### src/rtl/oam_dma_arbiter_pkg.sv
// Shared constants and state encoding for the OAM DMA arbiter.
package oam_dma_arbiter_pkg;

    localparam int          DMA_LEN       = 160;
    localparam logic [15:0] OAM_BASE      = 16'hFE00;
    localparam logic [15:0] DMA_REG_ADDR  = 16'hFF46;
    localparam logic [15:0] OPEN_ADDR_MIN = 16'hFF00;
    localparam logic [7:0]  DMA_LAST_IDX  = 8'(DMA_LEN - 1);

    typedef enum logic [1:0] {
        DMA_IDLE = 2'd0,
        DMA_RD   = 2'd1,
        DMA_WR   = 2'd2
    } dmaState_t;

    // IO registers and HRAM stay reachable by the CPU while a DMA runs.
    function automatic logic isOpenAddr(input logic [15:0] addr);
        return addr >= OPEN_ADDR_MIN;
    endfunction

endpackage

### src/rtl/oam_dma_arbiter.sv
// Arbitrates the single MMU port between the CPU and the OAM DMA engine.
// The DMA alternates read-source / write-OAM cycles; CPU accesses to
// IO/HRAM pre-empt it for one cycle, all other CPU accesses are blocked.
module oam_dma_arbiter
    import oam_dma_arbiter_pkg::*;
(
    input  logic        iClock,
    input  logic        iReset,
    input  logic        iCpuReq,
    input  logic        iCpuWe,
    input  logic [15:0] iCpuAddr,
    input  logic [7:0]  iCpuData,
    output logic [7:0]  oCpuData,
    input  logic [7:0]  iMmuData,
    output logic [15:0] oMmuAddr,
    output logic [7:0]  oMmuData,
    output logic        oMmuWe,
    output logic        oDmaActive,
    output logic        oDmaDone
);

    dmaState_t   rState;
    dmaState_t   wNextState;
    logic [7:0]  rIdx;
    logic [7:0]  rSrc;
    logic [7:0]  rByte;
    logic        rFirstWr;
    logic        rCpuRdGrant;
    logic        rDone;

    logic        wCpuGrant;
    logic        wTrigger;
    logic        wDmaStep;
    logic        wLastWr;
    logic [7:0]  wWrByte;

    assign wCpuGrant = iCpuReq && ((rState == DMA_IDLE) || isOpenAddr(iCpuAddr));
    assign wTrigger  = wCpuGrant && iCpuWe && (iCpuAddr == DMA_REG_ADDR);
    // The DMA only advances in cycles where the CPU does not own the port.
    assign wDmaStep  = (rState != DMA_IDLE) && !wCpuGrant;
    assign wLastWr   = (rState == DMA_WR) && (rIdx == DMA_LAST_IDX);
    // Source data is still on iMmuData during the first write cycle; after a
    // stall that bus carries CPU data, so the captured copy is used instead.
    assign wWrByte   = rFirstWr ? iMmuData : rByte;

    assign oDmaActive = (rState != DMA_IDLE);
    assign oDmaDone   = rDone;
    assign oCpuData   = rCpuRdGrant ? iMmuData : 8'hFF;

    // State register.
    always_ff @(posedge iClock) begin
        if (iReset) begin
            rState <= DMA_IDLE;
        end else begin
            rState <= wNextState;
        end
    end

    // Next-state logic and MMU port mux (CPU wins whenever granted).
    always_comb begin
        wNextState = rState;
        oMmuAddr   = '0;
        oMmuData   = '0;
        oMmuWe     = 1'b0;

        if (wCpuGrant) begin
            oMmuAddr = iCpuAddr;
            oMmuData = iCpuData;
            oMmuWe   = iCpuWe;
        end else begin
            case (rState)
                DMA_RD: begin
                    oMmuAddr = {rSrc, rIdx};
                end
                DMA_WR: begin
                    oMmuAddr = OAM_BASE + {8'h00, rIdx};
                    oMmuData = wWrByte;
                    oMmuWe   = 1'b1;
                end
                default: begin
                end
            endcase
        end

        if (wTrigger) begin
            wNextState = DMA_RD;
        end else if (wDmaStep) begin
            case (rState)
                DMA_RD:  wNextState = DMA_WR;
                DMA_WR:  wNextState = wLastWr ? DMA_IDLE : DMA_RD;
                default: wNextState = DMA_IDLE;
            endcase
        end
    end

    // DMA index/source/byte registers, done pulse and CPU read-return select.
    always_ff @(posedge iClock) begin
        if (iReset) begin
            rIdx        <= '0;
            rSrc        <= '0;
            rByte       <= '0;
            rFirstWr    <= 1'b0;
            rCpuRdGrant <= 1'b0;
            rDone       <= 1'b0;
        end else begin
            rCpuRdGrant <= wCpuGrant && !iCpuWe;
            rDone       <= wDmaStep && wLastWr;
            if (wTrigger) begin
                rSrc     <= iCpuData;
                rIdx     <= '0;
                rFirstWr <= 1'b0;
            end else begin
                if ((rState == DMA_WR) && rFirstWr) begin
                    rByte    <= iMmuData;
                    rFirstWr <= 1'b0;
                end
                if (wDmaStep && (rState == DMA_RD)) begin
                    rFirstWr <= 1'b1;
                end
                if (wDmaStep && (rState == DMA_WR)) begin
                    rIdx <= rIdx + 8'd1;
                end
            end
        end
    end

endmodule
### config.mk
export PLATFORM = sky130hd
export DESIGN_NAME = oam_dma_arbiter
export DESIGN_NICKNAME = d
export VERILOG_FILES = /design/src/rtl/oam_dma_arbiter_pkg.sv /design/src/rtl/oam_dma_arbiter.sv
export SDC_FILE = /design/constraint.sdc
export NUM_CORES = 1
export LEC_CHECK = 0
export ABC_CLOCK_PERIOD_IN_PS = 2350
export CELL_PAD_IN_SITES_DETAIL_PLACEMENT = 1
export CELL_PAD_IN_SITES_GLOBAL_PLACEMENT = 2
export CORE_MARGIN = 3
export CORE_UTILIZATION = 26
export CTS_CLUSTER_SIZE = 40
export DETAILED_ROUTE_END_ITERATION = 10
export HOLD_SLACK_MARGIN = 0.1
export PLACE_DENSITY_LB_ADDON = 0.1
export SYNTH_ARGS = -nofsm -noshare
export SYNTH_HDL_FRONTEND = slang
export SYNTH_SLANG_ARGS = --single-unit
### constraint.sdc
create_clock -name iClock -period 2.35 [get_ports iClock]
set_input_delay 0.47 -clock iClock [delete_from_list [all_inputs] [get_ports iClock]]
set_output_delay 0.47 -clock iClock [all_outputs]
set_load 0.01 [all_outputs]
=== Word-level counts from Yosys, hierarchy flattened ===
Index checks and enable logic that the tools add are counted.

* Bits of input ports: 36
* Logic and storage cells: 49
* Bits in registers: 29

* Reductions and logical operators: 19
* Equal/unequal tests: 4
* Order comparisons: 1
* Add/sub/neg operators: 2
* Muxes and demuxes: 14
* Bitwise operators: 1

{| class="wikitable"
|+ Operators with widths
! kind !! count
|-
| $mux 8 || 4
|-
| $pmux 16 s2 || 1
|-
| $eq 16x16->1 const B || 1
|-
| $ge 16x16->1 const B || 1
|-
| $mux 16 || 1
|-
| $add 10x9->11 const A || 1
|-
| $logic_and 1x1->1 || 10
|-
| $add 8x1->8 const B || 1
|-
| $eq 8x8->1 const B || 1
|-
| $mux 1 || 7
|-
| $reduce_bool 2->1 || 3
|-
| $pmux 2 s2 || 1
|-
| $eq 2x1->1 const B || 1
|-
| $eq 2x2->1 const B || 1
|-
| $logic_not 1->1 || 2
|-
| $logic_not 2->1 || 1
|-
| $reduce_and 2->1 || 1
|-
| $reduce_or 2->1 || 1
|-
| $logic_or 1x1->1 || 1
|-
| $not 1->1 || 1
|}

=== Depth between registers and ports, before layout ===
Gate-level depths: netlist of run 1.

* Depth after elaboration: 7
* Mapped depth: 7

=== Least setup slack after synthesis of run 1 ===
Ideal clock, no wire load.

* Kind: input port to output port
* Start: input iCpuAddr[11]
* End: output oMmuAddr[14]
* Cell stages on the path: 6
* Data required time: 1880 ps
* Arrival: 1706 ps
* Setup slack: 174 ps
* Cells stage by stage: and4_1 > buf_2 > a21o_2 > nand2_2 > buf_4 > mux2_2

* Word-level cells in the longest chain between the ends: 4

{| class="wikitable"
|+ Ends and longest elaborated chain
! what !! RTL line !! source
|-
| start, declared || oam_dma_arbiter.sv:11 || <nowiki>input logic [15:0] iCpuAddr,</nowiki>
|-
| $ge 16x16->1 || oam_dma_arbiter_pkg.sv:18 || <nowiki>return addr >= OPEN_ADDR_MIN;</nowiki>
|-
| $logic_or 1x1->1 || oam_dma_arbiter.sv:37 || <nowiki>assign wCpuGrant = iCpuReq && ((rState == DMA_IDLE) || isOpenAddr(iCpuAddr));</nowiki>
|-
| $logic_and 1x1->1 || oam_dma_arbiter.sv:37 ||
|-
| $mux 16 || oam_dma_arbiter.sv:66 || <nowiki>if (wCpuGrant) begin</nowiki>
|-
| end, declared || oam_dma_arbiter.sv:15 || <nowiki>output logic [15:0] oMmuAddr,</nowiki>
|}

Every way passes these cells.

=== Final worst setup path of run 1 ===
* Start: input iCpuAddr[9]
* End: output oMmuAddr[10]

The elaborated chain is that of the path after synthesis.

==> impl_results.md, run 1 <==
* CP Max Fanout at 5
* Final wirelength at roughly 7.0 mm
* Layout cell share with drive strength beyond 1 at 30.8%
* Leakage power at 1.24 nW
* Nets@finish at between 300 and 400
* Final clock skew at 9.40 ps
* Slowest-stage cell, CP: mux2_4
* Net Sw Frac at between 20 and 25%
* Core ar. at 7490 um2
* Worst reg2reg path depth at 8
* Dpl ws at -609 ps
* Yosys top cell area share at ~28%
* DP Area at just over 3000 um2
* Setup TNS at 0 ps
* Post-synth EDFFs at 0
* Post-layout util at 43.2%
* Final setup fails at 0
* CP endpoint kind: primary output
* Slew HR at between 70 and 80%
* PortBufs at 70
* Largest area contributor in the netlist: dfxtp_1
* WP buf/inv at 4
* H-tree levels at 2
* Async SR Flop Fraction at 0%
* GRT Total Usage at 16.2%
* Final instance area at 3240 um2
* WS Path Type: in -> out
* Synth top area cells: dfxtp_1 (28%), mux2i_1 (12%), mux2_2 (9.2%)
* Sink Count at 29
* Synthesized instance count at 244
* CP Depth at 8
* Number of max-cap violations at 0
* Largest net degree at the start of global routing at 25
* Clk slew on worst S/H paths at about 60 ps
* Mean post-synth cell area at 8.51 um2
* Fillers at 883
* CTS tree: built
* Chip height at 95.4 um
* Switching power at 0.305 mW
* Min-delay worst type: reg -> reg
* Max Fclk at 0.435 GHz
* Part of the Yosys area used for sequential elements at 28.0%
* Die Area at between 9000 and 10000 um2
* DRT antenna net count at 0
* Clk_lat worst skew at 290 ps
* Most used DFF post-synth: dfxtp_1
* Remaining global-route overflow at 0
* Fin worst setup slack at 53.5 ps
* Vias/cell at 4.77
* Vias in the first global route at approximately 2.3k
* RSZ-0062 raised after global routing: yes
* Fin cells at 440
* DP Wirelength at 5.26 mm
* Initial Util at 27.7%
* Reg2reg start: rState[0]
* Largest delay contributor family on the critical path: buffers and inverters
* Crit start category: primary input
* Cts bufs inserted at 5
* ANT cells at 0
* Flop2flop setup slack at approximately 470 ps
* Synthesis Warnings at 0
* Int Power at roughly 1.0 mW
* Sequential share of power at 36.4%
* Post-synth net total at between 200 and 300
* R2R Path End: rIdx[5]
* Worst hold margin at 477 ps
* Io pins at 71
* Final Hold Viols at 0
* Final Max Tran Viols at 0
* Pwr/cell area at ~420 nW/um2
* First-pass GRT wire length at between 10 and 15 mm
* Placed Cells at 427
* # DRC at 0
* DRT Pass-1 Iters at 4
* Initial antenna violation count at 0
* Die W at approximately 95 um
* CTS root buf: clkbuf_8
* Vias at 2099
* 1st-iter DRT viols at 49
* Required @ worst endpoint at 1880 ps
* Status: finished clean
* Most common cell type on the critical path: buf_6
* Crit. Startpoint: iCpuAddr[9]
* Worst setup path end: oMmuAddr[10]
* CTS hold repair buffers at 0
* Clock share of power at 47.1%
* Synth Register Bits at 29
* Largest stage delay, worst path at 290 ps
* Synthesized area at 2080 um2
* CP arrival at 1830 ps
* Bufs on Longest Clock Path at 2
* Row count at 31
* Gpl congestion at around 0.74
* Worst VDD drop at 0.249 mV
* Comb power frac at 16.5%
* Crit-path cells: clkdlybuf4s15_1 > and4_1 > a21o_4 > nand2_8 > buf_6 > buf_6 > mux2_4 > buf_6
* Fin crit period at ~2300 ps
* Netlist cell types at 44
* Avg WL per Cell at 15.9 um
* Final worst-path cycle share at between 90 and 100%
* Area delta synth->final at 55.9%
* Tot Pwr at 1.36 mW
* Slew at the pin closest to its max-slew limit at 367 ps
## synth_stat cells (3+ instances only)
cell type and number:
nor2b_1 16, a21oi_1 21, nand3_1 11, inv_1 12, buf_2 4, mux2i_1 25
o21ai_1 8, mux2_2 17, xnor2_1 3, ha_1 5, buf_4 4, o21ai_0 3
or4_1 3, nand2_1 12, clkbuf_1 7, nand2b_1 25, nor2_1 5, dfxtp_1 29
## sequential cells by signal (all words and copies together) (netlist names)
name and flops:
rByte 8, rIdx 8, rSrc 8, rState 2, oDmaDone 1, rCpuRdGrant 1, rFirstWr 1
## cells by family after synthesis
logic type,Yosys count,synth area share [%]
XOR/XNOR,3,1.27
AND/OR/NAND/NOR,90,26.3
buffers and inverters,30,7.11
adder cells (fa/ha/maj),5,3.01
multiplexers,42,21.3
AO/OA/AOI/OAI,45,13.1
flip-flops,29,28.0
## area by class of cell
type	instances	area (um2)	share of cell area (%)
clock buffer	5	68.8	2.13
clock inverter	3	65.1	2.01
inverter	12	45.0	1.39
multi-input combinational	185	1390	43.0
sequential	29	583	18.0
tap	99	124	3.83
timing repair buffer	107	958	29.6
## routing by layer
layer | GRT usage (%) | part of all wire (%) | vias up
met5 | 0 | 0 | -
met4 | 3.25 | 0.66 | 0
met3 | 3.31 | 4.7 | 4
met2 | 28.4 | 50 | 46
met1 | 20.4 | 44 | 1000
li1 | - | - | 1049
## power by group through the flow
stage	sequential, mW	combinational [mW]	clock [mW]
finish	0.494	0.224	0.638
global route	0.494	0.241	0.673
CTS	0.494	0.222	0.649
detailed placement	0.505	0.233	0
global placement	0.505	0.233	0
floorplan	0.504	0.0779	0
## what timing repair did
item                                    in CTS  in global routing
endpoints found under the setup margin      25                 24
cloned                                       0                  1
gates resized for setup                    120                 15
pin swaps                                    3                  2
setup buffers                                4                  0
## worst register-to-register path, cell delays in order (launching register included)
cell      delay [ps]
dfxtp_2          320
inv_1             70
buf_4            110
ha_1             210
buf_12           180
nand2b_1          90
or3_1            380
or3_1            330
a21oi_2          130
## worst min path at each step
| stage | start | to | slack, ps | depth (start not counted) |
|---|---|---|---|---|
| after floorplan | rByte[0] | rByte[0] | 450 | 2 |
| after global placement | rByte[5] | rByte[5] | 460 | 2 |
| after CTS | rSrc[0] | rSrc[0] | 480 | 2 |
| after detailed placement | rByte[7] | rByte[7] | 470 | 2 |
| final | rByte[7] | rByte[7] | 480 | 2 |
| after global routing | rByte[1] | rByte[1] | 500 | 2 |
## placed cells by master (no fill, tap or decap), types with 11 or more instances in the layout
cell type	instances
clkdlybuf4s50_1	36
buf_4	28
dfxtp_1	27
mux2i_1	25
nand2b_1	25
buf_2	23
a21oi_1	18
nor2b_1	16
mux2_2	15
inv_1	12
nand2_1	12
nand3_1	11
Power figures use the tool's default switching activity.
==> run 2, diff against run 1 <==
--- a/config.mk
+++ b/config.mk
@@ -8,6 +8,7 @@
 export ABC_CLOCK_PERIOD_IN_PS = 2350
 export CELL_PAD_IN_SITES_DETAIL_PLACEMENT = 1
 export CELL_PAD_IN_SITES_GLOBAL_PLACEMENT = 2
+export CORE_ASPECT_RATIO = 1.5
 export CORE_MARGIN = 3
 export CORE_UTILIZATION = 26
 export CTS_CLUSTER_SIZE = 40
==> impl_results.md, run 2 (synthesis gave the netlist of run 1 again) <==
* Clk slew on worst S/H paths at 50 ps
* # DRC at 0
* Most frequent cells in the layout: clkdlybuf4s50_1 (36), dfxtp_1 (27), buf_4 (26)
* WS Path Type: in -> out
* Number of max-cap violations at 0
* Most common cell after layout, fill and taps aside: clkdlybuf4s50_1
* Max Fclk at 0.434 GHz
* CP Max Fanout at 8
* CTS root buf: clkbuf_16
* Layout cell share with drive strength beyond 1 at a little under a third
* Dpl ws at -609 ps
* Crit-path cells: clkdlybuf4s15_2 > and4_4 > a21o_4 > nand2_8 > buf_12 > buf_16 > mux2_4 > buf_6
* Leakage power at 1.27 nW
* Top sig layer: met4
* Slowest-stage cell, CP: mux2_4
* Bufs on Longest Clock Path at 2
* Hold depth at 2
* Io pins at 71
* Nets@finish at 381
* Biggest regs: rByte (8), rIdx (8), rSrc (8)
* Worst VDD drop at 0.238 mV
* CTS tree: built
* Gpl congestion at 0.780
* Final clock skew at 2.10 ps
* Status: finished clean
* WP buf/inv at 4
* RSZ-0062 raised after global routing: yes
* GRT Total Usage at 16.6%
* Required @ worst endpoint at 1880 ps
* Crit start category: primary input
* Sink Count at 29
* Clk_lat worst skew at about 270 ps
* Reg2reg start: rState[0]
* Slew HR at 68.7%
* Avg WL per Cell at 16.9 um
* First-pass GRT wire length at between 10 and 15 mm
* Setup TNS at 0 ps
* Fin crit period at 2300 ps
* Largest delay contributor family on the critical path: buffers and inverters
* Vias in the first global route at 2336
* Die Area at roughly 9100 um2
* DRT antenna net count at 0
* Slew at the pin closest to its max-slew limit at 468 ps
* 1st-iter DRT viols at 31
* Row count at 39
* Core ar. at between 7000 and 8000 um2
* CP arrival at 1830 ps
* Die W at 79.0 um
* ANT cells at 0
* Met2 wire length at 4.29 mm
* Largest net degree at the start of global routing at 22
* Final Max Tran Viols at 0
* DP Wirelength at 5.62 mm
* Chip height at ~120 um
* PortBufs at 70
* Vias at 2143
* Pwr/cell area at 413 nW/um2
* Remaining global-route overflow at 0
* DRT Pass-1 Iters at 3
* CP endpoint kind: primary output
* R2R Path End: rState[0]
* Largest stage delay, worst path at 310 ps
* Endpoint, Worst Hold: rByte[6]
* Flop2flop setup slack at between 300 and 400 ps
* Final wirelength at around 7.5 mm
* Min-delay worst type: reg -> reg
* Hold Crit Start: rByte[6]
* Final worst-path cycle share at 98.0%
* Initial antenna violation count at 0
* Area delta synth->final at 60.0%
* Worst reg2reg path depth at 9
* H-tree levels at 2
* Initial Util at 26.9%
* Vias/cell at 4.85
* Fin worst setup slack at about 46 ps
* M1 WL at 2.86 mm
* Cts bufs inserted at 5
* DR WL met3 at 264 um
* Final Hold Viols at 0
* Final setup fails at 0
run 2: cell count changes in the layout (fill, tap and decap cells not counted), moves of 2 or more:
cell / previous run / this run
buf_16: 0 / 3
clkdlybuf4s15_1: 4 / 2
bufinv_16: 2 / 0
clkbuf_16: 1 / 5
buf_2: 23 / 19
buf_4: 28 / 26
clkbuf_8: 5 / 1
a21oi_2: 4 / 2
a21oi_1: 18 / 20
mux2_2: 15 / 12
buf_6: 4 / 7
mux2_4: 2 / 5
clkbuf_2: 2 / 5
run 2: worst max path at each step:
| stage | cells past startpoint | startpoint | slack [ps] | end |
|---|---|---|---|---|
| after floorplan | 6 | iCpuAddr[11] | 170 | oMmuAddr[14] |
| after global placement | 7 | iCpuAddr[11] | -580 | oMmuAddr[15] |
| after detailed placement | 7 | iCpuAddr[13] | -610 | oMmuAddr[15] |
| after CTS | 7 | iCpuAddr[11] | 2 | oMmuAddr[12] |
| after global routing | 9 | iCpuAddr[15] | -20 | oMmuAddr[1] |
| final | 8 | iCpuAddr[14] | 50 | oMmuData[5] |
run 2: worst register-to-register path: cells and delay by family, from the launching register on:
| family | cells | cell delay (ps) |
|---|---|---|
| AO/OA/AOI/OAI | 3 | 690 |
| adder cells (fa/ha/maj) | 1 | 200 |
| buffers and inverters | 4 | 600 |
| flip-flops | 1 | 320 |
| AND/OR/NAND/NOR | 1 | 90 |
run 2: routing by layer:
layer,global-route usage (%),vias up
met5,0,-
met4,3.10,0
met3,3.19,5
met2,34.3,44
met1,17.0,1046
li1,-,1048
run 2: where the power goes:
group	total [mW]	internal, mW	switching [mW]	leakage, nW
Sequential	0.495	0.493	0.00158	0.235
Clock	0.630	0.415	0.215	0.0700
Combinational	0.245	0.152	0.0935	0.966
Total	1.37	1.06	0.310	1.27
run 2: area by class of cell:
cell class,count,area [um2]
fillers,941,4390
multi-input cells,185,1410
repair buffers,107,1010
flip-flops and latches,29,583
clock buffers,7,143
well taps,102,128
inverters,12,45.0
run 2: timing repair:
item	in CTS	in global routing
resized for setup	130	18
pin swaps	4	3
setup buffers	6	0
endpoints found under the setup margin	25	21
hold buffers	0	0
gates cloned	3	0
run 2: metrics by stage:
step	instance area, um2	power, mW	utilization [%]	cells	hold WS [ps]
4_1_cts	3320	1.39	43.1	442	481
6_report	3320	1.37	43.1	442	477
2_1_floorplan	2080	0.582	-	244	448
5_1_grt	3320	1.43	43.1	442	499
3_5_place_dp	3060	0.732	39.6	427	471
3_3_place_gp	3060	0.730	39.6	427	457
==> run 3, diff against run 2 <==
--- a/config.mk
+++ b/config.mk
@@ -18,3 +18,4 @@
 export SYNTH_ARGS = -nofsm -noshare
 export SYNTH_HDL_FRONTEND = slang
 export SYNTH_SLANG_ARGS = --single-unit
+export TNS_END_PERCENT = 20
==> impl_results.md, run 3 (synthesis gave the netlist of run 1 again) <==
* Status: finished clean
* Layout cell share with drive strength beyond 1 at between 30% and 40%
* Final worst-path cycle share at a little over nine tenths
* Vias/cell at 4.86
* Chip height at 115 um
* Most common cell type on the critical path: buf_4
* Post-layout util at 43.1%
* GRT Total Usage at 16.6%
* Min-delay worst type: reg -> reg
* Vias in the first global route at 2343
* Io pins at 71
* Final Hold Viols at 0
* Initial Util at 26.9%
* Setup TNS at 0 ps
* Initial antenna violation count at 0
* Largest net degree at the start of global routing at 22
* Area delta synth->final at 60.0%
* Vias at 2154
* Crit start category: register
* Final wirelength at 7.47 mm
* Gpl congestion at 0.780
* Most frequent cells in the layout: clkdlybuf4s50_1 (36), dfxtp_1 (27), buf_4 (27)
* R2R Path End: rState[0]
* Bufs on Longest Clock Path at 2
* Final Max Tran Viols at 0
* Die W at 79.0 um
* Crit-path cells: inv_2 > buf_4 > ha_2 > buf_4 > nor2b_1 > mux2_2 > clkdlybuf4s15_2
* First-pass GRT wire length at 11.8 mm
* Avg WL per Cell at roughly 17 um
* DRT antenna net count at 0
* Row count at 39
* Slew at the pin closest to its max-slew limit at 471 ps
* Sink Count at 29
* CP Max Fanout at 13
* Clk slew on worst S/H paths at 50 ps
* WS Path Type: reg -> out
* PortBufs at 70
* Slew HR at 68.5%
* Max Fclk at 0.437 GHz
* ANT cells at 0
* Clk_lat worst skew at 270 ps
* Worst reg2reg path depth at 9
* Placed Cells at 427
* Final setup fails at 0
* Core ar. at about 7700 um2
* Cts bufs inserted at 5
* Slowest-stage cell, CP: dfxtp_2
* Fin crit period at approximately 2300 ps
* Fin cells at ~440
* H-tree levels at 2
* Crit. Startpoint: rState[0]
* Largest stage delay, worst path at 330 ps
* Worst VDD drop at 0.238 mV
* Required @ worst endpoint at 1880 ps
* CP arrival at 1820 ps
* DRT Pass-1 Iters at 4
* Tot Pwr at 1.37 mW
* Flop2flop setup slack at 430 ps
* Reg2reg start: rState[0]
* # DRC at 0
* 1st-iter DRT viols at 31
* Remaining global-route overflow at 0
* Worst hold margin at 477 ps
* CTS root buf: clkbuf_16
* Pwr/cell area at 413 nW/um2
* Final clock skew at 2.75 ps
* Nets@finish at 382
* CP endpoint kind: primary output
* Die Area at a little over 9000 um2
* RSZ-0062 raised after global routing: yes
* Leakage power at approximately 1.3 nW
* Worst setup path end: oMmuData[4]
* Most common cell after layout, fill and taps aside: clkdlybuf4s50_1
* DP Wirelength at 5.62 mm
* Biggest regs: rByte (8), rIdx (8), rSrc (8)
* CTS tree: built
* Number of max-cap violations at 0
* Fillers at 942
[run 3: final cells by class]
class | instances | area (um2) | share of cell area (%)
Multi-Input combinational cell | 185 | 1410 | 42.3
Tap cell | 102 | 128 | 3.84
Inverter | 12 | 45.0 | 1.36
Timing Repair Buffer | 108 | 1020 | 30.6
Clock buffer | 7 | 143 | 4.29
Sequential cell | 29 | 583 | 17.6
[run 3: repair_timing]
| item | CTS | global route |
|---|---|---|
| hold buffers | 0 | 0 |
| pin swaps | 4 | 4 |
| buffers inserted | 6 | 0 |
| gates resized for setup | 131 | 17 |
| setup endpoints to repair | 25 | 24 |
| gates cloned | 3 | 0 |
[run 3: critical path, delay by kind of cell, from the launching register on]
| family | cells | cell delay (ps) |
|---|---|---|
| muxes | 1 | 260 |
| adders and majority gates | 1 | 200 |
| buffers and inverters | 4 | 580 |
| DFF | 1 | 330 |
| and+or+nand+nor | 1 | 160 |
[run 3: how the worst min path moves through the flow]
stage	slack [ps]	cells past startpoint	to	start
2_1_floorplan	450	2	rByte[0]	rByte[0]
3_3_place_gp	460	2	rByte[6]	rByte[6]
3_5_place_dp	470	2	rByte[1]	rByte[1]
4_1_cts	480	2	rByte[1]	rByte[1]
5_1_grt	500	2	rByte[0]	rByte[0]
6_report	480	2	rByte[6]	rByte[6]
[run 3: report_power, final]
part           internal, mW  switching (mW)  leakage, nW
Combinational         0.153          0.0945        0.964
Clock                 0.415           0.216       0.0700
Sequential            0.493         0.00159        0.235
Total                  1.06           0.312         1.27
[run 3: metrics by stage]
| step | area, um2 | setup slack [ps] |
|---|---|---|
| final | 3320 | 63.8 |
| after CTS | 3340 | 0.573 |
| after floorplan | 2080 | 174 |
| after detailed placement | 3060 | -609 |
| after global placement | 3060 | -576 |
| after global routing | 3320 | -12.9 |
[run 3: metal layers]
layer,track usage [%],vias to the layer above,part of all wire (%)
met4,3.10,0,0.55
met1,17.0,1057,38
met5,0,-,0
met2,34.3,46,58
li1,-,1046,-
met3,3.19,5,3.8
